File: config.mk
export PLATFORM = sky130hd
export DESIGN_NAME = button_conditioner
export DESIGN_NICKNAME = d
export VERILOG_FILES = /design/src/rtl/button_conditioner.sv
export SDC_FILE = /design/constraint.sdc
export NUM_CORES = 1
export LEC_CHECK = 0
export CAP_MARGIN = 30
export CORE_UTILIZATION = 60
export CTS_BUF_LIST = sky130_fd_sc_hd__clkbuf_16
export CTS_CLUSTER_DIAMETER = 30
export CTS_CLUSTER_SIZE = 40
export DETAILED_ROUTE_END_ITERATION = 10
export PLACE_DENSITY = 0.77
export SLEW_MARGIN = 20
export SYNTH_ARGS = -nofsm -noshare
export SYNTH_HDL_FRONTEND = slang
export SYNTH_SLANG_ARGS = --single-unit
File: constraint.sdc
create_clock -name clk -period 5.4 [get_ports clk]
set_input_delay 1.08 -clock clk [delete_from_list [all_inputs] [get_ports clk]]
set_output_delay 1.08 -clock clk [all_outputs]
set_load 0.02 [all_outputs]
File: src/rtl/button_conditioner.sv
// Four-button front end for the block mover: synchronise, debounce, auto-repeat,
// then arbitrate to at most one direction pulse per cycle (right > left > up > down).
module button_conditioner #(
  parameter int DEBOUNCE_CYCLES = 500_000,
  parameter int REPEAT_DELAY    = 50_000_000,
  parameter int REPEAT_RATE     = 10_000_000,
  parameter bit REPEAT_EN       = 1'b1
) (
  input  logic       clk,
  input  logic       rst,
  input  logic [3:0] btn_raw,
  output logic       right,
  output logic       left,
  output logic       up,
  output logic       down,
  output logic [3:0] btn_level
);

  localparam int DB_W    = $clog2(DEBOUNCE_CYCLES);
  localparam int RPT_MAX = (REPEAT_DELAY > REPEAT_RATE) ? REPEAT_DELAY : REPEAT_RATE;
  localparam int RPT_W   = (RPT_MAX > 1) ? $clog2(RPT_MAX) : 1;

  localparam logic [DB_W-1:0]  DB_ONE    = DB_W'(1);
  localparam logic [DB_W-1:0]  DB_LAST   = DB_W'(DEBOUNCE_CYCLES - 1);
  localparam logic [RPT_W-1:0] RPT_ZERO  = RPT_W'(0);
  localparam logic [RPT_W-1:0] RPT_ONE   = RPT_W'(1);
  localparam logic [RPT_W-1:0] RPT_FIRST = RPT_W'(REPEAT_DELAY - 1);
  localparam logic [RPT_W-1:0] RPT_NEXT  = RPT_W'(REPEAT_RATE - 1);

  typedef enum logic [1:0] {
    IDLE       = 2'd0,
    DB_PRESS   = 2'd1,
    HELD       = 2'd2,
    DB_RELEASE = 2'd3
  } state_e;

  logic [3:0] sync1_q;
  logic [3:0] sync2_q;
  logic [3:0] pulse_s;
  logic [3:0] level_s;

  // two-flop synchroniser for the asynchronous button pins
  always_ff @(posedge clk or negedge rst) begin
    if (!rst) begin
      sync1_q <= 4'b0000;
      sync2_q <= 4'b0000;
    end else begin
      sync1_q <= btn_raw;
      sync2_q <= sync1_q;
    end
  end

  for (genvar g = 0; g < 4; g++) begin : g_btn
    state_e           state_q, state_d;
    logic [DB_W-1:0]  db_cnt_q, db_cnt_d;
    logic [RPT_W-1:0] rpt_cnt_q, rpt_cnt_d;
    logic             pulse_q, pulse_d;

    // per-button debounce/repeat state registers
    always_ff @(posedge clk or negedge rst) begin
      if (!rst) begin
        state_q   <= IDLE;
        db_cnt_q  <= '0;
        rpt_cnt_q <= '0;
        pulse_q   <= 1'b0;
      end else begin
        state_q   <= state_d;
        db_cnt_q  <= db_cnt_d;
        rpt_cnt_q <= rpt_cnt_d;
        pulse_q   <= pulse_d;
      end
    end

    // next-state logic; a release glitch back to HELD keeps the repeat phase intact
    always_comb begin
      state_d   = state_q;
      db_cnt_d  = db_cnt_q;
      rpt_cnt_d = rpt_cnt_q;
      pulse_d   = 1'b0;
      case (state_q)
        IDLE: begin
          if (sync2_q[g]) begin
            state_d  = DB_PRESS;
            db_cnt_d = DB_ONE;
          end else begin
            state_d = IDLE;
          end
        end
        DB_PRESS: begin
          if (!sync2_q[g]) begin
            state_d = IDLE;
          end else if (db_cnt_q == DB_LAST) begin
            state_d   = HELD;
            pulse_d   = 1'b1;
            rpt_cnt_d = RPT_FIRST;
          end else begin
            db_cnt_d = db_cnt_q + DB_ONE;
          end
        end
        HELD: begin
          if (!sync2_q[g]) begin
            state_d  = DB_RELEASE;
            db_cnt_d = DB_ONE;
          end else if (REPEAT_EN && (rpt_cnt_q == RPT_ZERO)) begin
            pulse_d   = 1'b1;
            rpt_cnt_d = RPT_NEXT;
          end else if (rpt_cnt_q != RPT_ZERO) begin
            rpt_cnt_d = rpt_cnt_q - RPT_ONE;
          end else begin
            rpt_cnt_d = RPT_ZERO;
          end
        end
        DB_RELEASE: begin
          if (sync2_q[g]) begin
            state_d = HELD;
          end else if (db_cnt_q == DB_LAST) begin
            state_d = IDLE;
          end else begin
            db_cnt_d = db_cnt_q + DB_ONE;
          end
        end
        default: begin
          state_d = IDLE;
        end
      endcase
    end

    assign pulse_s[g] = pulse_q;
    assign level_s[g] = (state_q == HELD) || (state_q == DB_RELEASE);
  end

  assign right     = pulse_s[3];
  assign left      = pulse_s[2] & ~pulse_s[3];
  assign up        = pulse_s[1] & ~|pulse_s[3:2];
  assign down      = pulse_s[0] & ~|pulse_s[3:1];
  assign btn_level = level_s;

endmodule

==> impl_metrics.py <==
metrics = {
    "synthesis": {
        "yosysSeqAreaShare_pct": 44.37,
        "ys_warn_count": 0,
        "synth_top_area_share_pct": 44.37,
        "yosysTopAreaCell": "dfrtp_1",
        "synth_nets": 1303,
        "syn_area_um2": 11280,
        "synth_cell_types": 71,
        "syn_inst": 1273,
        "yosys-top-cells-area": "dfrtp_1 (44%), o21ai_0 (5.1%), nor2_1 (4.2%)",
        "synth_edf_count": 0,
        "synth_flop_cell": "dfrtp_1",
        "avgSynthCellArea_um2": 8.862,
        "synthArstFlopShare_pct": 100.0,
        "ys_seq_elements": 200,
    },
    "placed_design": {
        "globalplace.congestion": 0.8469,
        "pre_cts_slack_ns": 2.320,
        "placedCellCount": 1477,
        "io_buffers": 13,
        "hpwl_mm": 15.93,
    },
    "finish": {
        "antenna_cells": 0,
        "nets": 1299,
        "drive_gt1_share_pct": 6.474,
        "fin_cells": 1511,
        "fill_cells": 1478,
        "syn_to_final_growth_pct": 9.339,
    },
    "run": {
        "maxCapViolations": 0,
    },
    "die": {
        "die_y_um": 139.1,
        "initial_core_util_pct": 61.95,
        "io_pins": 14,
        "fp.dieArea_um2": 19350,
        "core-area_um2": 18210,
        "dieWidth_um": 139.1,
        "rows": 49,
    },
    "critical_path": {
        "cp_data_required_time_ns": 4.32,
        "crit_fanout": 23,
        "startpoint_type": "flop",
        "slowest_stage": "ha_1",
        "crit_arrival_ns": 2.46,
        "crit_buf_inv": 2,
        "crit_family": "buffers and inverters",
        "endpoint_kind": "output pin",
        "crit_chain": "inv_1, ha_1, or2_2, clkdlybuf4s50_1",
        "crit_type": "reg2out",
        "slowest_delay_ns": 0.68,
    },
    "pwr": {
        "p_leak_nw": 4.798,
        "peakVddDrop_mv": 0.3093,
        "power_density_nw_per_um2": 421.8,
    },
    "timing": {
        "tightest_slew_ns": 0.8838,
        "tns_ns": 0,
        "grt_setup_unrepaired": "false",
        "period_share_pct": 65.60,
        "whs_ns": 0.3541,
        "fin_skew_ns": 0.009852,
        "setup_viol": 0,
        "fin_ws_ns": 1.858,
        "hold_viol": 0,
        "fmax_ghz": 0.2823,
        "slew-limit-headroom_pct": 40.43,
        "min_period_ns": 3.542,
        "drv_slew": 0,
    },
    "drt": {
        "viasPerCell": 6.326,
        "wire_per_inst_um": 15.98,
        "drc": 0,
        "ant_nets": 0,
        "drt-pass1-iter-count": 8,
        "routed_wl_mm": 24.15,
        "via_count": 9559,
        "first_iter_violations": 678,
    },
    "cts": {
        "tritoncts": "yes",
        "post_cts_buffers": 0,
        "h-tree-depth": 4,
        "numCtsBuffers": 17,
        "post_cts_resized": 0,
        "cts_hold_buf": 0,
        "clk_pin_slew_ns": 0.07,
        "clk_latency_ns": 0.44,
        "numClockSinks": 200,
        "clockBufferDepth": 2,
        "cts-root-buf": "clkbuf_16",
    },
    "global_route": {
        "grt.total_usage_pct": 25.79,
        "grt_pass1_vias": 8938,
        "grt_start_max_net_pins": 115,
        "grt-ovfl-total": 0,
        "grt_pass1_wl_mm": 41.38,
        "antenna_found_initial": 0,
    },
    "outcome": {
        "status": "finished, final reports clean",
    },
    "hold_path": {
        "hp-class": "reg2reg",
    },
}
registers in the layout (all words and copies together) (netlist names), named ones only:
register / cells
g_btn.pulse_q: 3
g_btn.rpt_cnt_q: 104
g_btn.db_cnt_q: 76
g_btn.state_q: 4
sync2_q: 4
right: 1
sync1_q: 4
metal layers:
metal | routed length, um | part of all wire [%] | vias up | GRT usage [%]
met1 | 11620 | 48 | 4609 | 35.18
met2 | 11460 | 47 | 207 | 42.48
met4 | 243 | 1.0 | 0 | 6.667
met5 | 0 | 0 | - | 0
met3 | 831 | 3.4 | 23 | 4.834
li1 | - | - | 4720 | -
through the flow:
stage	area, um2	total power [mW]	util (%)
after global placement	11610	3.705	63.79
after floorplan	11280	3.288	-
final	12330	5.203	67.74
after detailed placement	11650	3.788	63.97
after global routing	12330	5.531	67.74
after CTS	12300	5.216	67.53
worst reg2reg max path: cells and delay by family, from the launching register on:
kind,cells,cell delay (ns)
compound gates,2,0.67
flops,1,0.44
simple gates,4,1.88
where the power goes:
| group | internal, mW | switching, mW |
|---|---|---|
| clock | 0.825 | 0.580 |
| combinational | 0.627 | 1.03 |
| sequential | 1.79 | 0.354 |
cell type report:
| cell class | instances | area [um2] | share of cell area [%] |
|---|---|---|---|
| Timing Repair Buffer | 28 | 271.5 | 2.201 |
| Multi-Input combinational cell | 980 | 5966 | 48.37 |
| Clock buffer | 17 | 425.4 | 3.449 |
| Sequential cell | 200 | 5005 | 40.58 |
| Tap cell | 229 | 286.5 | 2.323 |
| Inverter | 42 | 157.7 | 1.278 |
| Clock inverter | 15 | 222.7 | 1.806 |
cell families (layout without fill, tap and decap cells):
group                    after synthesis  in the layout  synth area share [%]
AND/OR/NAND/NOR                      541            541                 25.14
AO/OA/AOI/OAI                        360            360                 20.25
flip-flops                           200            200                 44.37
buffers and inverters                 93            102                 3.150
XOR/XNOR                              44             44                 3.416
adder cells (fa/ha/maj)               24             24                 2.662
multiplexers                          11             11                 1.009
synthesized netlist by cell type, drive strengths merged, types with 5 or more instances:
library cell and instances:
dfrtp 200, nor2 125, o21ai 115, nand2 109, a21oi 86, clkbuf 48
nand3 47, nor3 47, inv 42, o31ai 34, or3 33, nor4 28
xor2 25, ha 24, or4 24, nand4 23, and3 21, a31oi 19
xnor2 19, o41ai 14, or2 14, a22o 12, nand2b 12, nor2b 11
nor4b 11, o21a 11, and2 8, mux2i 8, a211oi 7, o211ai 7
nor4bb 6, o22a 6, a21o 5, o22ai 5
cell usage in the layout (no fill, tap or decap), types with 17 or more instances in the layout:
| master | n |
|---|---|
| a21oi_1 | 86 |
| a31oi_1 | 19 |
| and3_1 | 21 |
| clkbuf_16 | 17 |
| dfrtp_1 | 200 |
| ha_1 | 24 |
| inv_1 | 42 |
| nand2_1 | 109 |
| nand3_1 | 47 |
| nand4_1 | 23 |
| nor2_1 | 125 |
| nor3_1 | 46 |
| nor4_1 | 27 |
| o21ai_0 | 114 |
| o31ai_1 | 34 |
| or3_1 | 33 |
| or4_1 | 22 |
| xnor2_1 | 19 |
| xor2_1 | 25 |
worst paths after layout:
check / startpoint / endpoint / slack (ns) / cells after the start
max: g_btn[3].state_q[0] / btn_level[3] / 1.86 / 4
min: sync1_q[1] / sync2_q[1] / 0.35 / 0
max reg2reg: g_btn[0].db_cnt_q[12] / g_btn[0].rpt_cnt_q[19] / 2.30 / 6
min reg2reg: sync1_q[1] / sync2_q[1] / 0.35 / 0
max in group asynchronous: rst / g_btn[1].db_cnt_q[9] / 3.97 / 2
min in group asynchronous: rst / g_btn[2].rpt_cnt_q[15] / 0.60 / 1
Note: power is estimated with default switching activity, not from simulation.
